$ cat config.mk
export PLATFORM = sky130hd
export DESIGN_NAME = led_serial_rx_flat
export DESIGN_NICKNAME = d
export VERILOG_FILES = /design/src/rtl/led_serial_rx_if.sv /design/src/rtl/led_serial_rx.sv /design/src/flat_wrapper.sv
export SDC_FILE = /design/constraint.sdc
export NUM_CORES = 1
export LEC_CHECK = 0
export CAP_MARGIN = 10
export CORE_AREA = 2 2 143 75
export DETAILED_ROUTE_END_ITERATION = 10
export DIE_AREA = 0 0 145 77
export GPL_TIMING_DRIVEN = 0
export PLACE_DENSITY = 0.63
export REMOVE_ABC_BUFFERS = 1
export SYNTH_ARGS = -nofsm -noshare
export SYNTH_HDL_FRONTEND = slang
export SYNTH_SLANG_ARGS = --single-unit
$ cat constraint.sdc
create_clock -name i_clk -period 1.8 [get_ports i_clk]
set_input_delay 0.18 -clock i_clk [delete_from_list [all_inputs] [get_ports i_clk]]
set_output_delay 0.18 -clock i_clk [all_outputs]
set_load 0.02 [all_outputs]
$ cat src/rtl/led_serial_rx_if.sv
// Bus bundle for led_serial_rx: serial LED-chain inputs, the buffered word
// stream with its ready/valid handshake, per-frame status and a debug view
// of the receiver FSM.
//
// Handshake: a word moves on every i_clk edge where o_valid and i_ready are
// both high. While o_valid is high and i_ready is low, o_data and o_valid
// hold their values. i_ready may change freely and does not depend on o_valid.
interface led_serial_rx_if #(
  parameter int P_WORD_BITS = 12,
  parameter int P_MAX_WORDS = 288
);
  logic                             i_sclk;
  logic                             i_sdai;
  logic                             i_slat;
  logic [P_WORD_BITS-1:0]           o_data;
  logic                             o_valid;
  logic                             i_ready;
  logic                             o_frame;
  logic [$clog2(P_MAX_WORDS+1)-1:0] o_word_count;
  logic                             o_partial;
  logic                             o_overflow;
  logic [1:0]                       dbg_state;

  // Receiver side: consumes serial inputs and i_ready, produces the rest.
  modport master (
    input  i_sclk, i_sdai, i_slat, i_ready,
    output o_data, o_valid, o_frame, o_word_count, o_partial, o_overflow,
           dbg_state
  );

  // Environment side: LED-chain transmitter plus word consumer.
  modport slave (
    output i_sclk, i_sdai, i_slat, i_ready,
    input  o_data, o_valid, o_frame, o_word_count, o_partial, o_overflow,
           dbg_state
  );
endinterface

$ cat src/rtl/led_serial_rx.sv
// led_serial_rx: deserialises an LED-chain grey-scale stream (MSB first,
// sampled on i_sclk rising edges seen in the i_clk domain) into words,
// buffers them in a small FIFO behind a ready/valid port and reports
// per-frame word count / leftover status on each i_slat rising edge.
// Optional macro LED_SERIAL_RX_SYNC_EN inserts a two-flop synchronizer on
// i_sclk, i_sdai and i_slat for asynchronous sources (+2 cycles latency).
module led_serial_rx #(
  parameter int P_WORD_BITS  = 12,
  parameter int P_FIFO_DEPTH = 4,
  parameter int P_MAX_WORDS  = 288
) (
  input  logic         i_clk,
  input  logic         i_rst,
  led_serial_rx_if.master bus
);
  localparam int CW = $clog2(P_MAX_WORDS + 1);
  localparam int BW = $clog2(P_WORD_BITS + 1);
  localparam int AW = $clog2(P_FIFO_DEPTH);
  localparam logic [BW-1:0] LAST_BIT  = BW'(P_WORD_BITS - 1);
  localparam logic [CW-1:0] MAX_WORDS = CW'(P_MAX_WORDS);

  typedef enum logic [1:0] {
    S_IDLE   = 2'd0,
    S_SHIFT  = 2'd1,
    S_REPORT = 2'd2
  } state_t;

  state_t state, state_nxt;

  // raw_in packs {slat, sdai, sclk} ahead of the input stage
  logic [2:0] raw_in;

`ifdef LED_SERIAL_RX_SYNC_EN
  logic [2:0] sync_meta, sync_out;

  // two-flop synchronizer for asynchronous LED-chain inputs
  always_ff @(posedge i_clk) begin
    if (i_rst) begin
      sync_meta <= '0;
      sync_out  <= '0;
    end else begin
      sync_meta <= {bus.i_slat, bus.i_sdai, bus.i_sclk};
      sync_out  <= sync_meta;
    end
  end

  assign raw_in = sync_out;
`else
  assign raw_in = {bus.i_slat, bus.i_sdai, bus.i_sclk};
`endif

  logic [2:0] in_q;
  logic       sclk_prev, slat_prev;
  logic       sclk_rise, slat_rise;

  // input stage plus one-cycle history for edge detection
  always_ff @(posedge i_clk) begin
    if (i_rst) begin
      in_q      <= '0;
      sclk_prev <= 1'b0;
      slat_prev <= 1'b0;
    end else begin
      in_q      <= raw_in;
      sclk_prev <= in_q[0];
      slat_prev <= in_q[2];
    end
  end

  assign sclk_rise = in_q[0] & ~sclk_prev;
  assign slat_rise = in_q[2] & ~slat_prev;

  // ---------------------------------------------------------------- datapath
  logic [P_WORD_BITS-1:0] shreg, shift_nxt;
  logic [BW-1:0]          bit_cnt;
  logic [CW-1:0]          word_cnt, word_cnt_inc, cap_word_cnt;
  logic                   word_done, cap_partial;
  logic [CW-1:0]          word_count_q;
  logic                   partial_q;

  assign shift_nxt    = {shreg[P_WORD_BITS-2:0], in_q[1]};
  assign word_done    = sclk_rise && (bit_cnt == LAST_BIT);
  assign word_cnt_inc = (word_cnt == MAX_WORDS) ? word_cnt : word_cnt + 1'b1;
  // frame status includes a bit whose edge coincides with the latch edge
  assign cap_word_cnt = word_done ? word_cnt_inc : word_cnt;
  assign cap_partial  = sclk_rise ? (bit_cnt != LAST_BIT) : (bit_cnt != '0);

  // shift register, bit/word counters and latched frame status
  always_ff @(posedge i_clk) begin
    if (i_rst) begin
      shreg        <= '0;
      bit_cnt      <= '0;
      word_cnt     <= '0;
      word_count_q <= '0;
      partial_q    <= 1'b0;
    end else begin
      if (sclk_rise) shreg <= shift_nxt;
      if (state == S_REPORT) begin
        // leftover bits are discarded; an edge in this cycle starts the next frame
        bit_cnt  <= sclk_rise ? BW'(1) : '0;
        word_cnt <= '0;
      end else if (sclk_rise) begin
        if (word_done) begin
          bit_cnt  <= '0;
          word_cnt <= word_cnt_inc;
        end else begin
          bit_cnt <= bit_cnt + 1'b1;
        end
      end
      if (slat_rise) begin
        word_count_q <= cap_word_cnt;
        partial_q    <= cap_partial;
      end
    end
  end

  // -------------------------------------------------------------------- FIFO
  logic [P_WORD_BITS-1:0] mem [P_FIFO_DEPTH];
  logic [AW:0]            wr_ptr, rd_ptr;
  logic                   fifo_empty, fifo_full, pop, push_ok, drop;
  logic                   overflow_q;

  assign fifo_empty = (wr_ptr == rd_ptr);
  assign fifo_full  = (wr_ptr[AW] != rd_ptr[AW]) &&
                      (wr_ptr[AW-1:0] == rd_ptr[AW-1:0]);
  assign pop        = !fifo_empty && bus.i_ready;
  // a pop in the same cycle frees the slot for a push into a full FIFO
  assign push_ok    = word_done && (!fifo_full || pop);
  assign drop       = word_done && fifo_full && !pop;

  // word buffer with sticky overflow flag
  always_ff @(posedge i_clk) begin
    if (i_rst) begin
      wr_ptr     <= '0;
      rd_ptr     <= '0;
      overflow_q <= 1'b0;
      for (int i = 0; i < P_FIFO_DEPTH; i++) mem[i] <= '0;
    end else begin
      if (push_ok) begin
        mem[wr_ptr[AW-1:0]] <= shift_nxt;
        wr_ptr              <= wr_ptr + 1'b1;
      end
      if (pop)  rd_ptr     <= rd_ptr + 1'b1;
      if (drop) overflow_q <= 1'b1;
    end
  end

  // --------------------------------------------------------------------- FSM
  // state register
  always_ff @(posedge i_clk) begin
    if (i_rst) state <= S_IDLE;
    else       state <= state_nxt;
  end

  // next-state and frame pulse; a latch edge wins from any state
  always_comb begin
    state_nxt   = state;
    bus.o_frame = 1'b0;
    case (state)
      S_IDLE:   if (sclk_rise) state_nxt = S_SHIFT;
      S_SHIFT:  state_nxt = S_SHIFT;
      S_REPORT: begin
        bus.o_frame = 1'b1;
        state_nxt   = sclk_rise ? S_SHIFT : S_IDLE;
      end
      default:  state_nxt = S_IDLE;
    endcase
    if (slat_rise) state_nxt = S_REPORT;
  end

  assign bus.o_valid      = !fifo_empty;
  assign bus.o_data       = fifo_empty ? '0 : mem[rd_ptr[AW-1:0]];
  assign bus.o_word_count = word_count_q;
  assign bus.o_partial    = partial_q;
  assign bus.o_overflow   = overflow_q;
  assign bus.dbg_state    = state;
endmodule

$ cat src/flat_wrapper.sv
// flat-port wrapper written by rule: the top's interface ports become plain ports
module led_serial_rx_flat 
#(
  parameter int P_WORD_BITS  = 12,
  parameter int P_FIFO_DEPTH = 4,
  parameter int P_MAX_WORDS  = 288
)
  (i_clk, i_rst, bus_i_sclk, bus_i_sdai, bus_i_slat, bus_i_ready, bus_o_data, bus_o_valid, bus_o_frame, bus_o_word_count, bus_o_partial, bus_o_overflow, bus_dbg_state);
  led_serial_rx_if #(.P_WORD_BITS(P_WORD_BITS), .P_MAX_WORDS(P_MAX_WORDS)) bus_i ();
  input  logic i_clk;
  input  logic i_rst;
  input wire logic [$bits(bus_i.i_sclk)-1:0] bus_i_sclk;
  input wire logic [$bits(bus_i.i_sdai)-1:0] bus_i_sdai;
  input wire logic [$bits(bus_i.i_slat)-1:0] bus_i_slat;
  input wire logic [$bits(bus_i.i_ready)-1:0] bus_i_ready;
  output wire logic [$bits(bus_i.o_data)-1:0] bus_o_data;
  output wire logic [$bits(bus_i.o_valid)-1:0] bus_o_valid;
  output wire logic [$bits(bus_i.o_frame)-1:0] bus_o_frame;
  output wire logic [$bits(bus_i.o_word_count)-1:0] bus_o_word_count;
  output wire logic [$bits(bus_i.o_partial)-1:0] bus_o_partial;
  output wire logic [$bits(bus_i.o_overflow)-1:0] bus_o_overflow;
  output wire logic [$bits(bus_i.dbg_state)-1:0] bus_dbg_state;
  assign bus_i.i_sclk = bus_i_sclk;
  assign bus_i.i_sdai = bus_i_sdai;
  assign bus_i.i_slat = bus_i_slat;
  assign bus_i.i_ready = bus_i_ready;
  assign bus_o_data = bus_i.o_data;
  assign bus_o_valid = bus_i.o_valid;
  assign bus_o_frame = bus_i.o_frame;
  assign bus_o_word_count = bus_i.o_word_count;
  assign bus_o_partial = bus_i.o_partial;
  assign bus_o_overflow = bus_i.o_overflow;
  assign bus_dbg_state = bus_i.dbg_state;
  led_serial_rx #(.P_WORD_BITS(P_WORD_BITS), .P_FIFO_DEPTH(P_FIFO_DEPTH), .P_MAX_WORDS(P_MAX_WORDS)) u_core (.i_clk(i_clk), .i_rst(i_rst), .bus(bus_i));
endmodule
==> key figures, run 1 <==
Worst setup path
  • Critical R2R Capture: u_core.mem[1][8]
  • Worst-case reg-to-reg path depth: 6
  • Crit path to: bus_o_data[1]
  • Crit path required time: between 1.5 and 2 ns
  • Setup CP Type: register to output port
  • CP startpoint kind: register
  • R2R Setup Slk: -0.08 ns
  • RR Startpoint: u_core.wr_ptr[0]
  • Crit path DAT: 1.73 ns
  • Critical path endpoint category: output port
  • CP max FO: 5

Global route
  • Tot GR Track Use: 20.4%
  • Largest net degree at the start of global routing: 30
  • Vias in the first global route: roughly 3100
  • Met1 usage: between 30% and 40%
  • Global Route met2 Usage: 29.3%
  • Met3 Use GR: 5.12%
  • Global-route wire length before repair: roughly 17 mm
  • Initial antenna violation count: 0
  • Global route hottest layer: met1
  • Overflow after GRT: 0

Synthesis
  • Mux share of post-synthesis cell area: approximately 7.4%
  • Synth Area in Simple Gates: 23.5%
  • Fraction of the mapped netlist area in compound gates: 6.10%
  • Main combinational cell family by area after synthesis: simple AND/OR/NAND/NOR gates
  • Async SR Flop Fraction: 0%
  • Yosys warning total: 0
  • Flops & latches, synth: 98
  • Most area-consuming cells after synthesis: edfxtp_1 (33%), dfxtp_1 (23%), mux4_2 (6.2%)
  • Cell variety after synth: 49
  • Post-Synth Adder-Cell Area: about 1.7%
  • Number of enable flip-flop cells after synthesis: 48
  • Post-synthesis xor/xnor area fraction: 1.81%
  • Register area share after synthesis: 56.2%
  • Mapped Area: 0.00435 mm^2
  • Yosys top cell area share: between 30% and 40%
  • Main synth FF type: dfxtp_1
  • Cells after synthesis: roughly 380
  • Cell accounting for the most synthesized area: edfxtp_1
  • Avg Cell Area, Syn: 11.5 um^2

Floorplan
  • Chip width: 145 um
  • Die area: 0.0112 mm^2
  • Io pins: 33
  • Die height: between 70 and 80 um
  • Initial Utilization: 43.8%
  • Row count: 26
  • Core area: ~0.0099 mm^2

STA
  • Setup TNS: -1.98 ns
  • Max_slew headroom: 35.8%
  • Clock skew: 0.00580 ns
  • Final setup vio count: just over 50
  • Slew Viols, Final: 0
  • Worst-margin pin slew: 0.963 ns
  • Peak Freq: 523 MHz
  • Crit path time final: 1.91 ns
  • Unrepaired setup endpoints after global routing: true
  • Crit share post-route: 106%
  • Post-route setup slack: -0.113 ns
  • Final hold vios: 0

Detailed routing
  • Antenna viol nets, final: 0
  • DRT Wirelength: approximately 12 mm
  • First-pass detailed-route iteration total: 5
  • WL per Instance: 19.6 um
  • Drt drc: 0
  • Via count: 3265
  • First DRT Iteration DRCs: 313
  • Via density: about 5.5

Clocking
  • Maximum buffer depth of the clock tree: 2
  • Clk sinks: a little under 100
  • TritonCTS Buffers: 9
  • CTS clk-pin slew, worst paths: around 0.070 ns
  • Root Buffer: clkbuf_16
  • Skew-Pair Late Insertion Delay: 0.34 ns
  • CTS tree: done
  • H-tree Lvls: 3
  • Hold buffer count at cts: 0

Job
  • Max Cap Viol: 0

Worst hold path
  • Hold/Removal Path Class: input pin to register
  • HP Start: i_rst

Finish
  • Fin area: 0.00593 mm^2
  • Final Non-Filler Cells: 594
  • Nets: 461
  • Syn-to-layout area delta: 36.4%
  • Layout cell share with drive strength beyond 1: 32.8%
  • ANT cells: 0
  • Final core occ: between 50% and 60%

Placed design
  • DP Area: roughly 0.0048 mm^2
  • Post-DP HPWL: between 6 and 7 mm
  • I/O Buffers: 32
  • Post-Place Cells: 531
  • Final GP Congestion: 0.780

Pwr
  • Max IR drop VDD: 512 uV
  • Leakage power: 2.15 nW
  • Pwr dens: 782 mW/mm^2

Run status
  • Outcome: finished, violations left
  • Failing checks: setup timing
critical path: stages, from the launching register on:
cell and delay, ns:
dfxtp_4 0.37, buf_8 0.14, buf_4 0.12, mux4_2 0.50, nor2b_4 0.14, buf_6 0.12
synthesized netlist by cell type, types with 2 or more instances:
library cell,n
ha_1,6
a32o_1,2
buf_2,5
edfxtp_1,48
a31o_2,2
or3_1,8
clkbuf_1,14
xor2_1,5
buf_6,2
nor2_1,16
nor4_1,2
o31ai_1,3
nor3_1,5
and2_1,39
nand2_1,37
and3_1,4
nand3_1,10
mux2i_1,4
dfxtp_1,50
o21ai_0,11
inv_1,9
nor2b_1,20
mux4_2,12
a21oi_1,20
xnor2_1,4
or2_2,3
and4_1,12
nand2b_1,4
or4_1,2
placed cells by master (no fill, tap or decap), types with 15 or more instances in the layout:
cell             Yosys  routed
a21oi_1             20      19
and2_1              39      39
buf_4                0      24
buf_6                2      25
clkdlybuf4s50_1      0      17
dfxtp_1             50      36
edfxtp_1            48      48
nand2_1             37      36
nor2_1              16      15
power breakdown:
part	switching [mW]	total, mW	internal, mW
Sequential	0.0231	2.39	2.37
Clock	0.842	2.06	1.22
Combinational	0.110	0.186	0.0767
Total	0.974	4.64	3.66
repair_timing:
action | 4_1_cts | 5_1_grt
resized for setup | 125 | 61
setup buffers | 27 | 11
pin swaps | 16 | 18
setup endpoints to repair | 133 | 109
cloned | 6 | 3
per-stage QoR:
step / power [mW] / worst slack [ns] / hold WS, ns
final: 4.64 / -0.113 / 0.250
after global routing: 4.79 / -0.184 / 0.278
after CTS: 4.65 / -0.0993 / 0.383
after detailed placement: 2.60 / -1.46 / 0.448
after global placement: 2.59 / -1.85 / 0.435
after floorplan: 2.52 / -0.719 / 0.249
worst min-delay path by stage:
stage,to,slack (ns),depth (start not counted)
final,u_core.shreg[0],0.25,2
after global routing,u_core.in_q[2],0.28,2
after CTS,u_core.in_q[1],0.38,2
after detailed placement,u_core.bus.o_word_count[0],0.45,2
after global placement,u_core.bus.o_word_count[0],0.43,2
after floorplan,u_core.bit_cnt[0],0.25,1
cells by family after synthesis:
kind of cell / count (synthesis)
adders and majority gates: 6
xor gates and xnor gates: 9
DFF: 98
AOI/OAI and AO/OA: 44
buffers and inverters: 32
muxes: 17
and+or+nand+nor: 173
per-layer routing:
metal  vias to the layer above  part of all wire (%)
met2                        97                    43
met1                      1646                    50
li1                       1516                     -
met3                         6                   6.4
met5                         -                     0
met4                         0                  0.53
registers in the layout (all words and copies together) (netlist names), named ones only:
| name | flops |
|---|---|
| u_core.bus.o_overflow | 1 |
| u_core.sclk_prev | 1 |
| u_core.shreg | 11 |
| u_core.bit_cnt | 4 |
| u_core.mem | 48 |
| u_core.bus.o_partial | 1 |
| u_core.rd_ptr | 3 |
| u_core.in_q | 3 |
| u_core.wr_ptr | 3 |
| u_core.bus.o_word_count | 9 |
| u_core.slat_prev | 1 |
| u_core.word_cnt | 9 |
| u_core.bus.dbg_state | 2 |
final cells by class:
class | count | area [um^2]
flip-flops and latches | 98 | 2470
inverters | 9 | 33.8
clock inverters | 7 | 92.6
multi-input cells | 255 | 2170
well taps | 140 | 175
fillers | 794 | 3990
clock buffers | 9 | 225
repair buffers | 76 | 762
No activity file was read; power rests on OpenSTA's default activity.
==> run 2, diff against run 1 <==
--- a/config.mk
+++ b/config.mk
@@ -5,6 +5,7 @@
 export SDC_FILE = /design/constraint.sdc
 export NUM_CORES = 1
 export LEC_CHECK = 0
+export ABC_CLOCK_PERIOD_IN_PS = 1600
 export CAP_MARGIN = 10
 export CORE_AREA = 2 2 143 75
 export DETAILED_ROUTE_END_ITERATION = 10
==> constraint.sdc (replaced) <==
create_clock -name i_clk -period 1.6 [get_ports i_clk]
set_input_delay 0.16 -clock i_clk [delete_from_list [all_inputs] [get_ports i_clk]]
set_output_delay 0.16 -clock i_clk [all_outputs]
set_load 0.01 [all_outputs]
==> run 2 against run 1 <==
Effect of this change:
- the run still ends with setup timing left
- hold slack better by 0.082 ns
- first-iteration DRC count is 30% higher
- sequential share of layout area is 2.9 points lower
- die area stayed put
- combinational power is 14% higher
- largest cell class unchanged
- critical path type is now register to register
- worst setup slack worse by 0.24 ns
==> key figures, run 2 (synthesis results as in run 1) <==
Clocking
  • CTS tree: done (unchanged)
  • Skew-Pair Late Insertion Delay: 0.35 ns (was 0.34 ns)
  • Hold buffer count at cts: 0 (unchanged)
  • Clk sinks: 98 (unchanged)
  • Root Buffer: clkbuf_16 (unchanged)
  • Maximum buffer depth of the clock tree: 2 (unchanged)
  • CTS clk-pin slew, worst paths: 0.07 ns (about the same)
  • TritonCTS Buffers: 9 (unchanged)
  • H-tree Lvls: 3 (unchanged)

Detailed routing
  • Drt drc: 0 (unchanged)
  • Via count: 3503 (was 3265)
  • Antenna viol nets, final: 0 (unchanged)
  • First DRT Iteration DRCs: 406 (was 313)
  • Via density: 5.63 (was 5.50)
  • DRT Wirelength: 12.8 mm (was 11.7 mm)
  • First-pass detailed-route iteration total: 5 (unchanged)
  • WL per Instance: 20.6 um (was 19.6 um)

STA
  • Crit path time final: 1.95 ns
  • Unrepaired setup endpoints after global routing: true (unchanged)
  • Worst-margin pin slew: 1.04 ns (was 0.963 ns)
  • Post-route setup slack: -0.352 ns (was -0.113 ns)
  • Clock skew: 0.00743 ns (was 0.00580 ns)
  • Final hold vios: 0 (unchanged)
  • Crit share post-route: 122%
  • Peak Freq: 512 MHz
  • Final setup vio count: 124 (was 51)
  • Slew Viols, Final: 0 (unchanged)
  • Max_slew headroom: 30.5% (was 35.8%)

Worst setup path
  • Setup CP Type: register to register (was register to output port)
  • Cells along the critical path: xor2_4 -> buf_6 -> nor4b_4 -> buf_6 -> buf_6 -> nor4_4 -> buf_4 -> buf_8 -> and2_4 (was buf_8 -> buf_4 -> mux4_2 -> nor2b_4 -> buf_6)
  • Critical path endpoint category: register (was output port)
  • CP max stage delay: 0.37 ns (was 0.50 ns)
  • Max stage delay cell, worst path: dfxtp_4 (was mux4_2)
  • CP max FO: 6 (was 5)
  • CP startpoint kind: register (unchanged)
  • Most used cell, CP: buf_6
  • Crit path DAT: 2.06 ns (was 1.73 ns)
  • Crit path required time: 1.71 ns (was 1.62 ns)

Floorplan
  • Io pins: 33 (unchanged)
  • Chip width: 145 um (unchanged)
  • Core area: 0.00992 mm^2 (unchanged)
  • Die height: 77 um (unchanged)
  • Row count: 26 (unchanged)
  • Die area: 0.0112 mm^2 (unchanged)
  • Initial Utilization: 43.8% (unchanged)

Placed design
  • Final GP Congestion: 0.780 (unchanged)
  • Place WS: -1.66 ns (was -1.46 ns)
  • Post-DP HPWL: 6.18 mm (unchanged)
  • I/O Buffers: 32 (unchanged)

Finish
  • Largest regs: u_core.mem (48), u_core.shreg (11) (unchanged)
  • Flip-flop count of the largest register after layout: 48 (unchanged)
  • Register name with the most flops: u_core.mem (unchanged)
  • Most frequent cells in the layout: edfxtp_1 (48), nand2_1 (36), buf_6 (36), buf_4 (35) (was edfxtp_1 (48), and2_1 (39), nand2_1 (36), dfxtp_1 (36), buf_6 (25))
  • Commonest non-fill, non-tap cell in the layout: edfxtp_1 (unchanged)
  • Layout cell share with drive strength beyond 1: 46.3% (was 32.8%)
  • Final core occ: 64.5% (was 59.8%)
  • Syn-to-layout area delta: 47.1% (was 36.4%)
  • ANT cells: 0 (unchanged)
  • Nets: 489 (was 461)

Run status
  • Outcome: finished, violations left (unchanged)
  • Failing checks: setup timing (unchanged)

Global route
  • Global-route wire length before repair: 18.8 mm (was 17.3 mm)
  • Initial antenna violation count: 0 (unchanged)
  • Overflow after GRT: 0 (unchanged)
  • Largest net degree at the start of global routing: 31 (was 30)
  • Tot GR Track Use: 22.4% (was 20.4%)
  • Vias in the first global route: 3298 (was 3110)

Pwr
  • Leakage power: 2.38 nW (was 2.15 nW)
  • Max IR drop VDD: 577 uV (was 512 uV)
  • Pwr dens: 818 mW/mm^2 (was 782 mW/mm^2)
  • Total power: 5.23 mW (was 4.64 mW)

Job
  • Max Cap Viol: 0 (unchanged)

Worst hold path
  • Hold/Removal Path Class: input pin to register (unchanged)
run 2: changes by cell type in the layout (fill, tap and decap cells not counted), moves of 4 or more:
cell     before  now
buf_2         2    6
buf_6        25   36
and2_1       39    7
nor2b_1       8   12
dfxtp_1      36   32
and2_4        0   32
buf_4        24   35
o21ai_1       0    4
o21ai_0      11    7
run 2: stage by stage:
step | cells | hold slack, ns | area (um^2) | setup TNS (ns)
2_1_floorplan | 356 | 0.229 | 4240 | -69.11
3_3_place_gp | 528 | 0.435 | 4740 | -220.89
3_5_place_dp | 531 | 0.448 | 4790 | -150.59
4_1_cts | 605 | 0.331 | 5990 | -25.95
5_1_grt | 622 | 0.361 | 6400 | -38.55
6_report | 622 | 0.332 | 6400 | -32.72
run 2: final cells by class:
cell class	instances	area [um^2]
Clock buffer	9	225
Clock inverter	7	92.6
Fill cell	733	3520
Inverter	9	33.8
Multi-Input combinational cell	256	2360
Sequential cell	98	2490
Tap cell	140	175
Timing Repair Buffer	103	1030
run 2: where the power goes:
group	total (mW)	internal (mW)	switching [mW]
clock network	2.33	1.37	0.960
logic	0.212	0.0862	0.126
registers	2.69	2.66	0.0307
total	5.23	4.12	1.12
run 2: repair_timing:
item | 4_1_cts | 5_1_grt
setup buffers | 49 | 21
gates resized for setup | 180 | 66
endpoints found under the setup margin | 145 | 135
cloned | 9 | 1
pin swaps | 33 | 20
run 2: path summary, 6_finish.rpt:
path / cells after the start / endpoint / from / slack (ns)
worst min register to register: 2 / u_core.bus.o_word_count[0] / u_core.bus.o_word_count[0] / 0.45
worst max-delay path: 9 / u_core.mem[2][11] / u_core.wr_ptr[1] / -0.35
worst min-delay path: 2 / u_core.shreg[0] / i_rst / 0.33
worst max register to register: 9 / u_core.mem[2][11] / u_core.wr_ptr[1] / -0.35
run 2: layer usage:
metal | part of all wire, % | GRT usage, %
met1 | 47 | 33.0
met2 | 44 | 31.8
met3 | 8.1 | 7.86
met4 | 1.2 | 4.16
met5 | 0 | 0
run 2: worst max-delay path: cells and delay by family (launching register included):
kind / cells / cell delay (ns)
DFF: 1 / 0.37
and+or+nand+nor: 3 / 0.47
xor gates and xnor gates: 1 / 0.18
buffers and inverters: 5 / 0.69
==> run 3, diff against run 2 <==
--- a/config.mk
+++ b/config.mk
@@ -7,11 +7,11 @@
 export LEC_CHECK = 0
 export ABC_CLOCK_PERIOD_IN_PS = 1600
 export CAP_MARGIN = 10
-export CORE_AREA = 2 2 143 75
+export CORE_AREA = 2 2 133 70
 export DETAILED_ROUTE_END_ITERATION = 10
-export DIE_AREA = 0 0 145 77
+export DIE_AREA = 0 0 135 72
 export GPL_TIMING_DRIVEN = 0
-export PLACE_DENSITY = 0.63
+export PLACE_DENSITY = 0.72
 export REMOVE_ABC_BUFFERS = 1
 export SYNTH_ARGS = -nofsm -noshare
 export SYNTH_HDL_FRONTEND = slang
==> run 3 against run 2 <==
Effect of this change:
- the run still ends with setup timing left
- routed wire length fell by 12%
- largest power group unchanged
- count of clock-buffer cells in the layout up 1
- register-to-register slack better by 0.07 ns
- fmax increased by 3.8%
- clock power is 8% lower
- sequential power barely moved
==> key figures, run 3 (synthesis results as in run 1) <==
Detailed routing
  • Via count: 3281 (was 3503)
  • Antenna viol nets, final: 0 (unchanged)
  • Via density: 5.70 (was 5.63)
  • DRT Wirelength: 11.2 mm (was 12.8 mm)
  • First-pass detailed-route iteration total: 4 (was 5)
  • First DRT Iteration DRCs: 290 (was 406)
  • Drt drc: 0 (unchanged)
  • WL per Instance: 19.5 um (was 20.6 um)

Worst setup path
  • Setup CP Type: register to register (unchanged)
  • CP max FO: 6 (unchanged)
  • Crit path DAT: 1.93 ns (was 2.06 ns)
  • Crit path required time: 1.65 ns (was 1.71 ns)
  • Critical path endpoint category: register (unchanged)
  • CP startpoint kind: register (unchanged)

Finish
  • Layout cell share with drive strength beyond 1: 41.0% (was 46.3%)
  • Nets: 466 (was 489)
  • Register name with the most flops: u_core.mem (unchanged)
  • Largest regs: u_core.mem (48), u_core.shreg (11) (unchanged)
  • Flip-flop count of the largest register after layout: 48 (unchanged)
  • ANT cells: 0 (unchanged)
  • Most frequent cells in the layout: edfxtp_1 (48), nand2_1 (36), dfxtp_1 (34), buf_4 (29), and2_4 (27) (was edfxtp_1 (48), nand2_1 (36), buf_6 (36), buf_4 (35))
  • Commonest non-fill, non-tap cell in the layout: edfxtp_1 (unchanged)
  • Syn-to-layout area delta: 38.2% (was 47.1%)

Clocking
  • TritonCTS Buffers: 9 (unchanged)
  • H-tree Lvls: 3 (unchanged)
  • Skew-Pair Late Insertion Delay: 0.35 ns (about the same)
  • Root Buffer: clkbuf_16 (unchanged)
  • CTS clk-pin slew, worst paths: 0.07 ns (about the same)
  • Maximum buffer depth of the clock tree: 2 (unchanged)
  • CTS tree: done (unchanged)
  • Hold buffer count at cts: 0 (unchanged)
  • Clk sinks: 98 (unchanged)

STA
  • Crit path time final: 1.88 ns (was 1.95 ns)
  • Worst-margin pin slew: 1.03 ns (was 1.04 ns)
  • Setup TNS: -24.86 ns (was -32.72 ns)
  • Peak Freq: 532 MHz (was 512 MHz)
  • Clock skew: 0.00949 ns (was 0.00743 ns)
  • Post-route setup slack: -0.280 ns (was -0.352 ns)
  • Unrepaired setup endpoints after global routing: true (unchanged)
  • Max_slew headroom: 31.5% (was 30.5%)
  • Final hold vios: 0 (unchanged)
  • Final setup vio count: 124 (unchanged)
  • Crit share post-route: 118% (was 122%)
  • Slew Viols, Final: 0 (unchanged)

Pwr
  • Leakage power: 2.19 nW (was 2.38 nW)
  • Pwr dens: 834 mW/mm^2 (was 818 mW/mm^2)
  • Total power: 5.01 mW (was 5.23 mW)
  • Max IR drop VDD: 687 uV (was 577 uV)

Run status
  • Failing checks: setup timing (unchanged)
  • Outcome: finished, violations left (unchanged)

Placed design
  • I/O Buffers: 32 (unchanged)
  • Final GP Congestion: 0.793 (was 0.780)
  • Post-DP HPWL: 5.37 mm (was 6.18 mm)
  • Place WS: -1.84 ns (was -1.66 ns)

Floorplan
  • Die area: 0.00972 mm^2 (was 0.0112 mm^2)
  • Row count: 24 (was 26)
  • Io pins: 33 (unchanged)
  • Core area: 0.00853 mm^2 (was 0.00992 mm^2)
  • Die height: 72 um (was 77 um)
  • Initial Utilization: 51.0% (was 43.8%)
  • Chip width: 135 um (was 145 um)

Global route
  • Initial antenna violation count: 0 (unchanged)
  • Tot GR Track Use: 23.3% (was 22.4%)
  • Vias in the first global route: 3399 (was 3298)
  • Largest net degree at the start of global routing: 41 (was 31)
  • Overflow after GRT: 0 (unchanged)
  • Global-route wire length before repair: 17.3 mm (was 18.8 mm)

Worst hold path
  • Hold/Removal Path Class: input pin to register (unchanged)

Job
  • Max Cap Viol: 0 (unchanged)
==> run 3: cell types whose count changed in the layout (fill, tap and decap cells not counted), sizes merged <==
cell           change
clkbuf             +1
nand2b             -1
buf               -21
clkinv             -1
bufinv             -2
inv                +2
clkdlybuf4s15      -1
==> run 3: through the flow <==
stage	cells	utilization (%)	cell area, um^2	hold slack (ns)
floorplan	356	-	4240	0.229
global placement	505	55.2	4710	0.438
detailed placement	506	55.4	4720	0.448
CTS	561	66.3	5660	0.255
global route	576	70.5	6010	0.282
finish	576	70.5	6010	0.273
==> run 3: area by class of cell <==
type | count | area (um^2)
clock buffer | 10 | 239
fill | 551 | 2520
clock inverter | 6 | 56.3
timing repair buffer | 81 | 774
multi-input combinational | 255 | 2280
tap | 117 | 146
inverter | 9 | 33.8
sequential | 98 | 2480
==> run 3: metal layers <==
layer  wire (um)  vias up  global-route usage, %
met2        5990      141                   42.5
met1        4230     1588                   27.3
met4         333        0                   10.2
met3         697       32                   4.75
met5           0        -                      0
li1            -     1520                      -
==> run 3: worst paths after layout <==
kind | startpoint | endpoint | slack (ns) | cells past startpoint
worst min-delay path | i_rst | u_core.rd_ptr[2] | 0.27 | 2
worst max register to register | u_core.rd_ptr[1] | u_core.mem[0][2] | -0.28 | 7
worst min register to register | u_core.bus.o_word_count[8] | u_core.bus.o_word_count[8] | 0.46 | 2
worst max-delay path | u_core.rd_ptr[1] | u_core.mem[0][2] | -0.28 | 7
==> run 3: report_power, final <==
| group | switching, mW | internal [mW] |
|---|---|---|
| clock | 1.01 | 1.13 |
| sequential | 0.0264 | 2.66 |
| combinational | 0.112 | 0.0750 |
==> run 3: timing repair <==
item | CTS | global route
endpoints found under the setup margin | 155 | 132
pin swaps | 33 | 21
buffers inserted | 34 | 13
cloned | 5 | 3
gates resized for setup | 159 | 54
==> run 3: worst max-delay path, cell delays in order (launching register included) <==
cell     delay (ns)
dfxtp_4        0.36
xor2_2         0.22
buf_4          0.16
nor4b_4        0.04
buf_6          0.14
buf_6          0.12
nor3_4         0.29
or2_4          0.25
